==> config.mk <==
export PLATFORM = sky130hd
export DESIGN_NAME = c_regfile_wr_sched
export DESIGN_NICKNAME = d
export VERILOG_FILES = /design/src/rtl/c_regfile_wr_sched_pkg.sv /design/src/rtl/c_regfile_wr_sched_arb.sv /design/src/rtl/c_regfile_wr_sched.sv
export SDC_FILE = /design/constraint.sdc
export NUM_CORES = 1
export LEC_CHECK = 0
export BUFFER_PORTS_ARGS = -buffer_cell sky130_fd_sc_hd__buf_2
export CORE_AREA = 2 2 192 194
export CTS_BUF_LIST = sky130_fd_sc_hd__clkbuf_8
export CTS_CLUSTER_SIZE = 28
export DETAILED_ROUTE_END_ITERATION = 8
export DIE_AREA = 0 0 194 196
export GPL_ROUTABILITY_DRIVEN = 0
export SETUP_SLACK_MARGIN = 0.4
export SYNTH_ARGS = -nofsm -noshare
export SYNTH_HDL_FRONTEND = slang
export SYNTH_SLANG_ARGS = --single-unit
==> constraint.sdc <==
create_clock -name clk -period 1.87 [get_ports clk]
set_clock_uncertainty 0.05 [all_clocks]
set_input_delay 0 -clock clk [delete_from_list [all_inputs] [get_ports clk]]
set_output_delay 0 -clock clk [all_outputs]
set_load 0.02 [all_outputs]
==> src/rtl/c_regfile_wr_sched_pkg.sv <==
// Shared constants and helpers for the regfile write scheduler.
package c_regfile_wr_sched_pkg;

  // Regfile implementation styles understood by c_regfile.
  localparam int REGFILE_TYPE_FF_2D  = 0;
  localparam int REGFILE_TYPE_FF_1D  = 1;
  localparam int REGFILE_TYPE_LATCH  = 2;
  localparam int REGFILE_TYPE_SRAM   = 3;

  // Ceiling log2. Returns 0 for value <= 1.
  function automatic int clogb(input int value);
    int result;
    result = 0;
    for (int i = 0; i < 31; i++) begin
      if ((1 << i) < value) result = i + 1;
    end
    return result;
  endfunction

endpackage

==> src/rtl/c_regfile_wr_sched_arb.sv <==
// Round-robin arbiter with an external priority pointer.
// The pointer is held by the caller, so several schedulers can reuse this
// block with their own pointer-update policy.
module c_rr_arbiter_ptr
  import c_regfile_wr_sched_pkg::*;
#(
  parameter int num_ports  = 4,
  parameter int ptr_width  = (num_ports > 1) ? clogb(num_ports) : 1
) (
  input  logic [num_ports-1:0] req,
  input  logic [ptr_width-1:0] ptr,
  output logic [num_ports-1:0] gnt,
  output logic [ptr_width-1:0] next_ptr
);

  logic found;
  int   idx;

  // Search from ptr upward with wraparound; first requester wins.
  always_comb begin
    gnt      = '0;
    next_ptr = ptr;
    found    = 1'b0;
    idx      = 0;
    for (int i = 0; i < num_ports; i++) begin
      idx = int'(ptr) + i;
      if (idx >= num_ports) idx = idx - num_ports;
      for (int j = 0; j < num_ports; j++) begin
        if (!found && (j == idx) && req[j]) begin
          found  = 1'b1;
          gnt[j] = 1'b1;
          next_ptr = (j + 1 == num_ports) ? '0 : ptr_width'(j + 1);
        end
      end
    end
  end

endmodule

==> src/rtl/c_regfile_wr_sched.sv <==
// Write-port scheduler for a single-write-port regfile: round-robin grant
// among clients, one register stage in front of the regfile, per-entry
// valid tracking and a read bypass of the in-flight write.
module c_regfile_wr_sched
  import c_regfile_wr_sched_pkg::*;
#(
  parameter int depth          = 8,
  parameter int width          = 64,
  parameter int num_requesters = 4,
  localparam int addr_width    = clogb(depth),
  localparam int ptr_width     = (num_requesters > 1) ? clogb(num_requesters) : 1
) (
  input  logic                                 clk,
  input  logic                                 reset,
  input  logic [num_requesters-1:0]            req_valid,
  input  logic [num_requesters*addr_width-1:0] req_addr,
  input  logic [num_requesters*width-1:0]      req_data,
  output logic [num_requesters-1:0]            req_ready,
  input  logic                                 clear,
  output logic                                 rf_write_active,
  output logic                                 rf_write_enable,
  output logic [addr_width-1:0]                rf_write_address,
  output logic [width-1:0]                     rf_write_data,
  input  logic [addr_width-1:0]                rd_address,
  input  logic [width-1:0]                     rf_read_data,
  output logic [width-1:0]                     rd_data,
  output logic                                 rd_valid,
  output logic [depth-1:0]                     entry_valid,
  output logic                                 error_addr
);

  logic [ptr_width-1:0]      prio;
  logic [ptr_width-1:0]      next_prio;
  logic [num_requesters-1:0] gnt;
  logic                      xfer;
  logic [addr_width-1:0]     sel_addr;
  logic [width-1:0]          sel_data;
  logic                      stg_vld;
  logic [addr_width-1:0]     stg_addr;
  logic [width-1:0]          stg_data;
  logic                      stg_in_range;
  logic                      commit;
  logic                      hit;
  logic                      rd_entry_valid;

  c_rr_arbiter_ptr #(
    .num_ports (num_requesters),
    .ptr_width (ptr_width)
  ) u_arb (
    .req      (req_valid),
    .ptr      (prio),
    .gnt      (gnt),
    .next_ptr (next_prio)
  );

  // The stage drains every cycle, so the grant is never back-pressured.
  assign req_ready = reset ? gnt : '0;
  assign xfer      = |req_ready;

  // Select address and data of the granted client.
  always_comb begin
    sel_addr = '0;
    sel_data = '0;
    for (int i = 0; i < num_requesters; i++) begin
      if (gnt[i]) begin
        sel_addr = req_addr[i*addr_width +: addr_width];
        sel_data = req_data[i*width +: width];
      end
    end
  end

  assign stg_in_range = (32'(stg_addr) < depth);
  // Gating with reset discards an in-flight write when reset lands on it.
  assign commit       = stg_vld & stg_in_range & reset;

  assign rf_write_active  = commit;
  assign rf_write_enable  = commit;
  assign rf_write_address = stg_addr;
  assign rf_write_data    = stg_data;

  // Look up the valid bit for the read address without an out-of-range index.
  always_comb begin
    rd_entry_valid = 1'b0;
    for (int i = 0; i < depth; i++) begin
      if (rd_address == addr_width'(i)) rd_entry_valid = entry_valid[i];
    end
  end

  assign hit      = stg_vld & stg_in_range & (stg_addr == rd_address);
  assign rd_data  = hit ? stg_data : rf_read_data;
  assign rd_valid = hit | rd_entry_valid;

  // Stage register, priority pointer, valid bits and sticky address error.
  always_ff @(posedge clk) begin
    if (!reset) begin
      stg_vld     <= 1'b0;
      stg_addr    <= '0;
      stg_data    <= '0;
      prio        <= '0;
      entry_valid <= '0;
      error_addr  <= 1'b0;
    end else begin
      stg_vld <= xfer;
      if (xfer) begin
        stg_addr <= sel_addr;
        stg_data <= sel_data;
        prio     <= next_prio;
        if (32'(sel_addr) >= depth) error_addr <= 1'b1;
      end
      if (clear) entry_valid <= '0;
      for (int i = 0; i < depth; i++) begin
        if (commit && (stg_addr == addr_width'(i))) entry_valid[i] <= 1'b1;
      end
    end
  end

endmodule
# ---- Yosys cells after proc, flatten, opt, wreduce, memory -nomap -nowiden
# Cells that the tools add are included.
dict set report classes {
  add_sub_neg 7
  multipliers 0
  n_div 0
  n_lt_le_gt_ge 4
  n_eq_ne 27
  n_shift 0
  muxes 77
  bitwise 3
  n_reduce_logical 71
}
# operator n
set ops {}
lappend ops {{two-way mux 64 bit} 5}
lappend ops {{equality test 3 x 32 -> 1 bit (first input constant)} 8}
lappend ops {{equality test 2 x 32 -> 1 bit (first input constant)} 4}
lappend ops {{logical NOT 32 bit} 4}
lappend ops {{two-way mux 32 bit} 4}
lappend ops {{greater-or-equal comparator 32 x 4 -> 1 bit (second input constant)} 3}
lappend ops {{subtractor 32 x 4 -> 32 bit (second input constant)} 3}
lappend ops {{two-way mux 1 bit} 46}
lappend ops {{logical AND 1 bit} 39}
lappend ops {{two-way mux 2 bit} 16}
lappend ops {{equality test 3 bit (second input constant)} 8}
lappend ops {{nonzero test 16 bit} 1}
lappend ops {{nonzero test 2 bit} 8}
lappend ops {{logical NOT 1 bit} 15}
lappend ops {{equality test 3 x 2 -> 1 bit (second input constant)} 4}
lappend ops {{two-way mux 3 bit} 4}
lappend ops {{two-way mux 8 bit} 1}
lappend ops {{adder 2 x 2 -> 3 bit (second input constant)} 2}
lappend ops {{equality test 3 x 1 -> 1 bit (second input constant)} 2}
lappend ops {{logical NOT 3 bit} 2}
lappend ops {{two-way mux 4 bit} 1}
lappend ops {{OR reduction 4 bit} 1}
lappend ops {{subtractor 2 x 3 -> 4 bit (second input constant)} 1}
lappend ops {{adder 2 x 1 -> 3 bit (second input constant)} 1}
lappend ops {{other kinds (5)} 6}
dict set report word_totals {
  ff_bits 78
  latchBits 0
  ram_bits 0
  rom_bits 0
  in_bits 342
  out_inout_bits 147
  wordCells 201
  mem_count 0
}

# ---- Depth between registers and ports, before layout
# Gate-level depths: netlist of run 1.
dict set report logic_depth {
  ltp_word 68
  mapped_depth 9
  depth_no_buf 5
}

# ---- Modules after synthesis
# Synthesis of run 1 repeated with hierarchy kept, for this count alone.
dict set report unflattened {
  hier_cells 568
  hier_area_um2 5272.6
}
# mod n_inst cells_per_inst area_per_inst_um2 seq_area_each_um2
set by_module_without_submodules {}
lappend by_module_without_submodules {c_regfile_wr_sched 1 541 5109.9 1561.5}
lappend by_module_without_submodules {c_rr_arbiter_ptr 1 27 162.7 0.0}

# ---- Least setup slack after synthesis of run 1
# Ideal clock, no wire load.
dict set report synth_path {
  path_kind {reg-to-reg}
  from {reg prio[1]}
  to {reg stg_data[8] (netlist: rf_write_data[8])}
  setup_time_ns 0.121
  arrival_ns 1.503
  slack_ns 0.196
  stages_incl_launch_ff 10
  synth_period_minus_slack_ns 1.674
  cell_sequence {dfxtp_1 buf_2 o21ba_2 nor3_1 or2_1 buf_2 buf_6 buf_6 a221oi_2 o21ai_1}
}
dict set report synth_between {
  elab_chain_len 67
}
# element line_no
set synth_rtl {}
lappend synth_rtl {{start, declared} c_regfile_wr_sched.sv:32} ;# logic [ptr_width-1:0] prio;
lappend synth_rtl {{start signal, assigned} c_regfile_wr_sched.sv:107} ;# prio <= next_prio;
lappend synth_rtl {{subtractor 2 x 3 -> 4 bit / greater-or-equal comparator 2 x 3 -> 1 bit (equally long branches)} c_regfile_wr_sched_arb.sv:27} ;# if (idx >= num_ports) idx = idx - num_ports;
lappend synth_rtl {{two-way mux 32 bit} c_regfile_wr_sched_arb.sv:27}
lappend synth_rtl {{logical NOT 32 bit} c_regfile_wr_sched_arb.sv:29} ;# if (!found && (j == idx) && req[j]) begin
lappend synth_rtl {{logical AND 1 bit} c_regfile_wr_sched_arb.sv:29}
lappend synth_rtl {{two-way mux 1 bit} c_regfile_wr_sched_arb.sv:29}
lappend synth_rtl {{logical NOT 1 bit} c_regfile_wr_sched_arb.sv:29}
lappend synth_rtl {{logical AND 1 bit (2 in a row)} c_regfile_wr_sched_arb.sv:29}
lappend synth_rtl {{two-way mux 1 bit} c_regfile_wr_sched_arb.sv:29}
lappend synth_rtl {{[... 48 more ...]} n/a}
lappend synth_rtl {{logical NOT 1 bit} c_regfile_wr_sched_arb.sv:29}
lappend synth_rtl {{logical AND 1 bit (2 in a row)} c_regfile_wr_sched_arb.sv:29}
lappend synth_rtl {{two-way mux 1 bit} c_regfile_wr_sched_arb.sv:29}
lappend synth_rtl {{logical NOT 1 bit} c_regfile_wr_sched_arb.sv:29}
lappend synth_rtl {{logical AND 1 bit (2 in a row)} c_regfile_wr_sched_arb.sv:29}
lappend synth_rtl {{two-way mux 1 bit} c_regfile_wr_sched_arb.sv:29}
lappend synth_rtl {{two-way mux 4 bit} c_regfile_wr_sched.sv:57} ;# assign req_ready = reset ? gnt : '0;
lappend synth_rtl {{OR reduction 4 bit} c_regfile_wr_sched.sv:58} ;# assign xfer = |req_ready;
lappend synth_rtl {{end signal, assigned} c_regfile_wr_sched.sv:106} ;# stg_data <= sel_data;
lappend synth_rtl {{end, declared} c_regfile_wr_sched.sv:40} ;# logic [width-1:0] stg_data;
# Parallel ways exist; a longest one is shown, timed or not.
# A chain may end at the register's enable or synchronous reset.

# ---- Worst setup path after layout of run 1
dict set report layout_path {
  from {reg stg_addr[1] (netlist: rf_write_address[1])}
  to {out rd_data[54]}
}
dict set report layout_between {
  elab_chain_len 3
}
# element line_no
set layout_rtl {}
lappend layout_rtl {{start, declared} c_regfile_wr_sched.sv:39} ;# logic [addr_width-1:0] stg_addr;
lappend layout_rtl {{start signal, assigned} c_regfile_wr_sched.sv:105} ;# stg_addr <= sel_addr;
lappend layout_rtl {{equality test 3 bit} c_regfile_wr_sched.sv:89} ;# assign hit = stg_vld & stg_in_range & (stg_addr == rd_address);
lappend layout_rtl {{bitwise AND 1 bit} c_regfile_wr_sched.sv:89}
lappend layout_rtl {{two-way mux 64 bit} c_regfile_wr_sched.sv:90} ;# assign rd_data = hit ? stg_data : rf_read_data;
lappend layout_rtl {{end, declared} c_regfile_wr_sched.sv:26} ;# output logic [width-1:0] rd_data,
# Every way passes these cells.

==> results of run 1 <==
-- routing by layer --
layer  GRT usage (%)  up-vias
met5               0        -
met4            14.7        2
met3            5.95      193
met2            36.7      827
met1            25.0     4804
li1                -     4470
-- report_power, final --
| group | switching [mW] | internal [mW] |
|---|---|---|
| clock | 0.811 | 0.618 |
| combinational | 2.59 | 2.79 |
| sequential | 0.299 | 1.91 |
| total | 3.70 | 5.31 |
-- cells by family (layout without fill, tap and decap cells) --
| family | after synthesis | after routing | share of synthesized area (%) |
|---|---|---|---|
| compound gates | 354 | 354 | 42.0 |
| simple gates | 104 | 104 | 10.7 |
| mux | 67 | 67 | 12.9 |
| xor+xnor | 3 | 3 | 0.436 |
| flops | 78 | 78 | 25.9 |
| buf+inv | 106 | 905 | 8.03 |
| other cells | 1 | 4 | 0.0622 |
-- sequential cells by signal, summed over array words and instances, names as in the netlist --
| signal | cells |
|---|---|
| rf_write_data | 64 |
| entry_valid | 8 |
| rf_write_address | 3 |
| prio | 2 |
| stg_vld | 1 |
-- path summary, 6_finish.rpt --
kind / endpoint / depth (start not counted) / start / slack (ns)
setup / recovery: rd_data[54] / 7 / rf_write_address[1] / -0.17
hold / removal: rf_write_data[47] / 3 / reset / 0.08
setup reg to reg: rf_write_data[44] / 9 / prio[1] / -0.09
hold reg to reg: entry_valid[4] / 3 / entry_valid[4] / 0.57
-- synthesized netlist by cell type --
cell | number | area (sq um)
a211oi_2 | 1 | 12.5
o211ai_1 | 67 | 503
or2_4 | 1 | 8.76
mux4_2 | 2 | 45.0
buf_4 | 4 | 30.0
a21boi_0 | 1 | 7.51
nor2_1 | 3 | 11.3
o21ai_1 | 31 | 155
nor3_2 | 1 | 10.0
buf_2 | 36 | 180
buf_6 | 3 | 33.8
clkbuf_2 | 3 | 15.0
a221oi_2 | 9 | 135
a221oi_1 | 58 | 508
clkbuf_1 | 51 | 191
nand4_1 | 1 | 6.26
nand3b_1 | 1 | 7.51
nor3_1 | 2 | 10.0
a31oi_1 | 67 | 419
conb_1 | 1 | 3.75
mux2i_1 | 1 | 10.0
inv_1 | 9 | 33.8
nand2b_1 | 7 | 43.8
or2_1 | 2 | 12.5
o32ai_1 | 2 | 17.5
dfxtp_1 | 78 | 1560
o22ai_1 | 6 | 37.5
xnor2_1 | 3 | 26.3
nand2_1 | 4 | 15.0
nor4b_2 | 1 | 15.0
mux2_2 | 64 | 721
a21oi_1 | 4 | 20.0
o21ai_0 | 39 | 195
o21ba_2 | 1 | 10.0
o21a_1 | 67 | 503
and2_1 | 14 | 87.6
o211a_1 | 1 | 10.0
and3_1 | 67 | 419
-- repair_timing --
action | 4_1_cts | 5_1_grt
hold buffers | 269 | 0
gates cloned | 25 | 9
hold endpoints to repair | 75 | 0
gates resized for setup | 225 | 124
buffers inserted | 28 | 30
endpoints found under the setup margin | 138 | 138
pin swaps | 68 | 52
-- worst max-delay path, cell delays in order (launching register included) --
cell and delay, ns:
dfxtp_2 0.36, xnor2_2 0.15, nand4_1 0.12, buf_6 0.15
buf_4 0.16, buf_16 0.16, mux2_4 0.31, buf_4 0.16
-- cells in the final DEF, fill, tap and decap left out, types with 4 or more instances in the layout --
| master | count |
|---|---|
| buf_2 | 436 |
| and2_4 | 4 |
| buf_6 | 67 |
| o211ai_1 | 67 |
| buf_16 | 28 |
| mux2_2 | 43 |
| nand2b_1 | 4 |
| and3_1 | 67 |
| a221oi_2 | 35 |
| mux2_4 | 21 |
| a31oi_1 | 66 |
| o22ai_1 | 6 |
| a221oi_4 | 32 |
| o21a_1 | 67 |
| clkbuf_16 | 8 |
| buf_8 | 8 |
| buf_4 | 34 |
| inv_1 | 9 |
| dfxtp_1 | 73 |
| clkbuf_8 | 9 |
| dlygate4sd3_1 | 269 |
| buf_12 | 29 |
| and2_1 | 10 |
| o21ai_1 | 66 |
-- final cells by class --
| type | count | area [sq um] | share of cell area [%] |
|---|---|---|---|
| repair buffers | 880 | 7590 | 50.7 |
| multi-input cells | 529 | 4980 | 33.3 |
| flip-flops and latches | 78 | 1580 | 10.5 |
| well taps | 468 | 586 | 3.91 |
| clock buffers | 9 | 124 | 0.828 |
| clock inverters | 7 | 75.1 | 0.502 |
| inverters | 9 | 33.8 | 0.226 |
| diodes | 3 | 7.51 | 0.0502 |
-- stage by stage --
stage               cell area (sq um)  total power [mW]  hold slack, ns
floorplan                        6130              3.82          0.0794
global placement                 9180              5.08           0.164
detailed placement               9180              5.11           0.174
CTS                             13900              8.25          0.0244
global route                    15000              9.39           0.104
finish                          15000              9.01          0.0795
==> metrics.csv, run 1 <==
stage,metric,value,unit
synthesis,netlist_area,6030,sq um
timing,final.min_clock_period,2.04,ns
routing,wl_met3,4.45,mm
cells_and_area,instances_no_fill,1983,
synthesis,synth_nets,1055,
timing,worst_slack,-0.174,ns
floorplanning,floorplan.rows,70,
synthesis,yosysUniqueCellTypes,38,
clock_network,clk-insertion-delay-late,0.41,ns
job,max-cap-violations,0,
cells_and_area,num-fill-cells,3268,
floorplanning,die_h,196,um
synthesis,syn_inst,713,
timing,rsz0062_at_grt,yes,
global_route,grt_overflow,0,
cells_and_area,layout-drive-gt1-share,52.7,%
global_route,track_usage,22.1,%
timing,period_share,109,%
synthesis,avgSynthCellArea,8.46,sq um
routing,route.vias.total,10296,
routing,routed_wl,48.0,mm
clock_network,numCtsBuffers,9,
worst_setup_path,arrival,1.99,ns
routing,wl_met1,18.1,mm
worst_setup_path,startpoint_type,register,
cells_and_area,post-route-util,41.5,%
placement,numPortBuffers,487,
power_and_ir_drop,cellPowerDensity,602,nW/um^2
clock_network,root_buffer,clkbuf_8,
cells_and_area,nets,1849,
floorplanning,die_w,194,um
routing,drc,0,
global_route,grt_pass1_wl,63.3,mm
global_route,antenna_found_initial,4,
worst_setup_path,worstSetupPathType,register to primary output,
routing,wl_per_cell,24.2,um
routing,postRouteAntennaNets,0,
worst_hold_path,min_path_type,input port to register,
clock_network,cts.clk_slew.worst_paths,0.10,ns
global_route,grt_start_max_net_pins,69,
timing,setup_viol,87,
placement,dpl.hpwl,22.7,mm
power_and_ir_drop,p_leak,6.70,nW
worst_setup_path,critPathRequiredTime,1.82,ns
cells_and_area,syn_to_final_growth,148,%
placement,pre_cts_ws,-0.120,ns
clock_network,cts_tree,done,
power_and_ir_drop,peakVddDrop,0.326,mV
timing,fmax,489,MHz
floorplanning,coreArea,36100,sq um
routing,drtPass1Iterations,5,
floorplanning,start_util,16.7,%
timing,hold_viol,0,
status,violations,setup timing,
synthesis,seq_area_frac_synth,25.9,%
routing,drt_iter0_markers,639,
clock_network,numClockSinks,78,
routing,dr_wl_met2,22.2,mm
clock_network,clockBufferDepth,2,
clock_network,htree_levels,3,
worst_setup_path,path_max_fanout,8,
timing,fin_tns_setup,-9.47,ns
synthesis,synth_seq_cells,78,
routing,topRoutingLayerUsed,met5,
placement,place_inst,1603,
routing,vias_per_cell,5.19,
synthesis,ys_warn_count,0,
floorplanning,die-area,38000,sq um
status,outcome,"complete, but fails checks",
worst_setup_path,critPathCaptureType,primary output,
global_route,grt_pass1_vias,10379,
floorplanning,io_pins,489,
timing,drv_slew,0,
(Power assumes the default switching activity.)
==> inputs of run 2 (changes only) <==
--- a/config.mk
+++ b/config.mk
@@ -12,7 +12,7 @@
 export DETAILED_ROUTE_END_ITERATION = 8
 export DIE_AREA = 0 0 194 196
 export GPL_ROUTABILITY_DRIVEN = 0
-export SETUP_SLACK_MARGIN = 0.4
+export SETUP_SLACK_MARGIN = 0.3
 export SYNTH_ARGS = -nofsm -noshare
 export SYNTH_HDL_FRONTEND = slang
 export SYNTH_SLANG_ARGS = --single-unit
==> run 2 against run 1 <==
Net effect:
- the run still ends with setup timing left
- maximum frequency up 2.6%
- combinational power decreased by 18%
- design area decreased by 8.0%
==> metrics.csv, run 2 (synthesis results as in run 1) <==
stage,metric,value,unit,change
cells_and_area,nets,1820,,-1.6%
worst_hold_path,min_path_type,input port to register,,
status,violations,setup timing,,
timing,tightestPinTransition,0.687,ns,
cells_and_area,seq_area,1570,sq um,-0.24%
routing,drt_iter0_markers,484,,-24%
timing,final.min_clock_period,1.99,ns,-0.0527 ns
floorplanning,die-area,38000,sq um,unchanged
power_and_ir_drop,cellPowerDensity,587,nW/um^2,-2.5%
routing,drtPass1Iterations,7,,+2
timing,hold_viol,0,,unchanged
clock_network,cts_tree,done,,
cells_and_area,num-fill-cells,3415,,+4.5%
global_route,grt_start_max_net_pins,101,,+46%
routing,route.vias.total,9952,,-3.3%
worst_setup_path,path_max_fanout,33,,+25
timing,worst_slack,-0.121,ns,+0.0527 ns
floorplanning,die_h,196,um,unchanged
cells_and_area,post-route-util,38.2,%,-3.3 points
global_route,track_usage,21.7,%,-0.45 points
timing,rsz0062_at_grt,yes,,
timing,setup_viol,99,,+14%
clock_network,numCtsBuffers,9,,unchanged
global_route,grt_pass1_vias,10497,,+1.1%
cells_and_area,syn_to_final_growth,128,%,
placement,place_area,9100,sq um,-0.83%
worst_setup_path,arrival,1.94,ns,-0.05 ns
clock_network,cts.clk_slew.worst_paths,0.11,ns,about the same
routing,postRouteAntennaNets,0,,unchanged
status,outcome,"complete, but fails checks",,
global_route,antenna_found_initial,3,,-1
placement,numPortBuffers,487,,unchanged
clock_network,numClockSinks,78,,unchanged
power_and_ir_drop,peakVddDrop,0.438,mV,+35%
worst_setup_path,startpoint_type,register,,
clock_network,clk-insertion-delay-late,0.42,ns,about the same
cells_and_area,largest_reg_flops,64,,unchanged
floorplanning,die_w,194,um,unchanged
clock_network,clockBufferDepth,2,,unchanged
job,max-cap-violations,0,,unchanged
routing,wl_per_cell,22.5,um,-7.2%
cells_and_area,final_common_cell,buf_2,,
cells_and_area,mostFrequentLayoutCells,"buf_2 (481), dlygate4sd3_1 (272), dfxtp_1 (74)",,
cells_and_area,multi_input_area,4480,sq um,-10%
routing,vias_per_cell,5.09,,-1.9%
floorplanning,start_util,16.7,%,unchanged
routing,drc,0,,unchanged
global_route,grt_overflow,0,,unchanged
clock_network,root_buffer,clkbuf_8,,
floorplanning,floorplan.rows,70,,unchanged
timing,fmax,502,MHz,+2.6%
global_route,grt_pass1_wl,62.3,mm,-1.7%
floorplanning,io_pins,489,,unchanged
clock_network,htree_levels,3,,unchanged
worst_setup_path,critPathRequiredTime,1.82,ns,about the same
timing,drv_slew,0,,unchanged
worst_setup_path,critPathCaptureType,primary output,,
worst_setup_path,worstSetupPathType,register to primary output,,
timing,fin_tns_setup,-6.14,ns,+3.33 ns
floorplanning,coreArea,36100,sq um,unchanged
routing,routed_wl,43.9,mm,-8.6%
power_and_ir_drop,p_leak,6.18,nW,-7.8%
cells_and_area,design_area,13800,sq um,-8.0%
cells_and_area,layout-drive-gt1-share,49.6,%,-3.1 points
placement,dpl.hpwl,22.6,mm,-0.59%
timing,period_share,106,%,-2.8 points
timing,slew_headroom,54.0,%,
==> run 2: final cells by class <==
cell class | instances | share of cell area [%]
Antenna cell | 3 | 0.0545
Clock buffer | 9 | 0.900
Clock inverter | 7 | 0.582
Inverter | 9 | 0.245
Multi-Input combinational cell | 529 | 32.5
Sequential cell | 78 | 11.4
Tap cell | 468 | 4.25
Timing Repair Buffer | 851 | 50.0
==> run 2: stage by stage <==
| stage | setup slack (ns) | hold WS (ns) | cells | power [mW] |
|---|---|---|---|---|
| floorplan | 0.242 | 0.0793 | 713 | 3.79 |
| global placement | 0.0851 | 0.166 | 1597 | 5.02 |
| detailed placement | 0.0656 | 0.175 | 1597 | 5.05 |
| CTS | -0.165 | 0.191 | 1943 | 7.96 |
| global route | -0.206 | 0.268 | 1953 | 8.45 |
| finish | -0.121 | 0.284 | 1954 | 8.09 |
==> run 2: worst max-delay path: stages (launching register included) <==
cell and delay [ns]:
dfxtp_2 0.35, xnor2_1 0.14, nand4_1 0.11, buf_6 0.13, buf_12 0.21, mux2_2 0.39
buf_2 0.17
==> run 2: metal layers <==
metal / track usage, % / part of all wire [%] / wire (um)
met4: 13.7 / 5.6 / 2450
met3: 4.59 / 8.2 / 3610
met2: 37.0 / 48 / 21000
met5: 0 / 0.025 / 11
met1: 24.6 / 38 / 16800
==> run 2: worst paths after layout <==
path / endpoint / startpoint / cells after the start / slack, ns
hold reg to reg: entry_valid[0] / entry_valid[0] / 3 / 0.57
setup reg to reg: rf_write_data[4] / prio[1] / 11 / -0.06
hold / removal: rf_write_data[38] / req_data[230] / 4 / 0.28
setup / recovery: rd_data[21] / rf_write_address[1] / 6 / -0.12
==> run 2: timing repair <==
action	CTS	global route
hold endpoints to repair	76	0
pin swaps	87	56
buffers inserted	32	6
hold buffers	272	0
cloned	26	2
gates resized for setup	162	19
endpoints found under the setup margin	137	138
==> run 2: where the power goes <==
group          switching (mW)  internal, mW  leakage [nW]
sequential              0.278          1.90         0.647
combinational            2.21          2.20          5.44
clock                   0.862         0.634        0.0969
==> inputs of run 3 (changes only) <==
--- a/config.mk
+++ b/config.mk
@@ -12,6 +12,7 @@
 export DETAILED_ROUTE_END_ITERATION = 8
 export DIE_AREA = 0 0 194 196
 export GPL_ROUTABILITY_DRIVEN = 0
+export REMOVE_ABC_BUFFERS = 1
 export SETUP_SLACK_MARGIN = 0.3
 export SYNTH_ARGS = -nofsm -noshare
 export SYNTH_HDL_FRONTEND = slang
==> run 3 against run 2 <==
Net effect:
- the run still ends with setup timing left
- core utilization increased by 1.6 points
- critical path depth increased by 5
- cell count increased by 0.67%
- first-iteration DRC count increased by 65%
- combinational power increased by 15%
- critical path type is now register to register
==> metrics.csv, run 3 (synthesis results as in run 1) <==
stage,metric,value,unit,change
status,outcome,"complete, but fails checks",,
status,violations,setup timing,,
cells_and_area,num-fill-cells,3348,,-2.0%
timing,period_share,108,%,+1.8 points
timing,drv_slew,0,,unchanged
worst_setup_path,cp-startpoint,prio[1],,
routing,wl_per_cell,23.6,um,+5.2%
placement,pre_cts_ws,-0.0673,ns,-0.133 ns
timing,fmax,494,MHz,-1.7%
floorplanning,die-area,38000,sq um,unchanged
worst_setup_path,reg2reg_depth,11,,unchanged
clock_network,clockBufferDepth,2,,unchanged
global_route,grt_pass1_wl,63.1,mm,+1.4%
routing,drt_iter0_markers,801,,+65%
worst_hold_path,min_from,reset,,
routing,drc,0,,unchanged
worst_setup_path,endpoint,rf_write_data[56],,
power_and_ir_drop,power.switching,3.54,mW,+5.6%
power_and_ir_drop,cellPowerDensity,612,nW/um^2,+4.3%
power_and_ir_drop,p_leak,6.57,nW,+6.3%
worst_setup_path,rr_endpoint,rf_write_data[56],,
floorplanning,die_w,194,um,unchanged
global_route,grt_start_max_net_pins,80,,-21%
power_and_ir_drop,power_frac_comb,57.5,%,+3.0 points
cells_and_area,syn_to_final_growth,138,%,
timing,setup_viol,83,,-16%
floorplanning,floorplan.rows,70,,unchanged
cells_and_area,nets,1836,,+0.88%
worst_setup_path,worstSetupPathType,register to register,,
worst_setup_path,startpoint_type,register,,
cells_and_area,layout-drive-gt1-share,51.0,%,+1.4 points
worst_setup_path,path_max_fanout,5,,-85%
placement,dpl.hpwl,21.6,mm,-4.1%
cells_and_area,mostFrequentLayoutCells,"buf_2 (444), dlygate4sd3_1 (270), dfxtp_1 (73)",,
job,max-cap-violations,0,,unchanged
power_and_ir_drop,power_frac_seq,24.8,%,-2.2 points
clock_network,clk-insertion-delay-late,0.41,ns,about the same
clock_network,root_buffer,clkbuf_8,,
timing,final.min_clock_period,2.02,ns,+0.0338 ns
cells_and_area,antennaDiodeCount,0,,-3
power_and_ir_drop,total_power,8.79,mW,+8.7%
clock_network,cts.clk_slew.worst_paths,0.09,ns,-0.02 ns
floorplanning,die_h,196,um,unchanged
clock_network,numCtsBuffers,9,,unchanged
routing,route.vias.total,10220,,+2.7%
floorplanning,io_pins,489,,unchanged
global_route,antenna_found_initial,1,,-2
clock_network,cts_tree,done,,
cells_and_area,design_area,14400,sq um,+4.2%
floorplanning,start_util,16.7,%,unchanged
worst_setup_path,arrival,2.26,ns,+0.32 ns
cells_and_area,largest_reg_flops,64,,unchanged
power_and_ir_drop,intPower,5.25,mW,+11%
power_and_ir_drop,p_clk_share,17.7,%,-0.8 points
worst_setup_path,critPathRequiredTime,2.10,ns,+0.28 ns
placement,place_area,9060,sq um,-0.48%
cells_and_area,final_common_cell,buf_2,,
timing,rsz0062_at_grt,yes,,
global_route,grt_pass1_vias,10276,,-2.1%
power_and_ir_drop,netSwitchingFraction,40.2,%,-1.2 points
routing,postRouteAntennaNets,0,,unchanged
global_route,track_usage,22.4,%,+0.70 points
clock_network,htree_levels,3,,unchanged
worst_setup_path,r2r_setup_slack,-0.15,ns,-0.09 ns
clock_network,numClockSinks,78,,unchanged
worst_hold_path,min_path_type,input port to register,,
floorplanning,coreArea,36100,sq um,unchanged
timing,worst_slack,-0.155,ns,-0.0338 ns
routing,vias_per_cell,5.20,,+2.0%
power_and_ir_drop,peakVddDrop,0.371,mV,-15%
worst_setup_path,critPathCaptureType,register,,
routing,routed_wl,46.5,mm,+5.9%
placement,numPortBuffers,487,,unchanged
timing,hold_viol,0,,unchanged
worst_setup_path,reg2reg_from,prio[1],,
routing,drtPass1Iterations,5,,-2
global_route,grt_overflow,0,,unchanged
[run 3: power groups by stage]
stage	combinational (mW)	sequential (mW)	clock [mW]
after detailed placement	2.85	2.19	0
after CTS	4.70	2.16	1.63
final	5.05	2.18	1.56
after global placement	2.82	2.18	0
after global routing	5.26	2.21	1.67
after floorplan	1.23	2.41	0
[run 3: per-stage QoR]
stage / TNS (ns) / hold slack [ns] / instances / util (%)
6_report: -5.32 / 0.0650 / 1967 / 39.8
5_1_grt: -14.64 / 0.0501 / 1967 / 39.8
4_1_cts: -6.93 / 0.00915 / 1954 / 38.3
3_5_place_dp: -0.0673 / 0.171 / 1599 / 25.1
3_3_place_gp: -0.0364 / 0.164 / 1599 / 25.1
2_1_floorplan: -236.23 / 0.0717 / 616 / -
[run 3: layer usage]
metal,part of all wire (%),global-route usage (%)
met5,0.028,0
met4,5.8,13.4
met3,8.4,4.97
met2,48,38.5
met1,38,25.3
[run 3: area by class of cell]
type	instances	area, sq um	area share, %
Tap cell	468	586	4.08
Inverter	9	33.8	0.235
Multi-Input combinational cell	529	4570	31.8
Clock inverter	7	98.8	0.689
Timing Repair Buffer	867	7370	51.4
Clock buffer	9	124	0.863
Sequential cell	78	1570	11.0
[run 3: worst max-delay path, stage by stage, from the launching register on]
cell and delay [ns]:
dfxtp_4 0.37, buf_6 0.11, nand2b_4 0.14, a211oi_4 0.21
buf_4 0.16, nor2_4 0.03, buf_12 0.13, buf_12 0.15
buf_12 0.12, buf_16 0.13, o211ai_1 0.20, o21ai_1 0.09
[run 3: worst min-delay path by stage]
stage,endpoint,slack [ns],depth (start not counted)
floorplan,entry_valid[0],0.07,1
global placement,rf_write_data[29],0.16,3
detailed placement,rf_write_data[31],0.17,3
CTS,rf_write_data[40],0.009,3
global route,rf_write_data[40],0.05,3
finish,rf_write_data[40],0.06,3
[run 3: repair_timing]
action                     CTS  global route
hold endpoints to repair    77             0
gates cloned                32             3
setup endpoints to repair  138           138
pin swaps                   50            32
resized for setup          198            92
buffers inserted            37            10
hold buffers               270             0
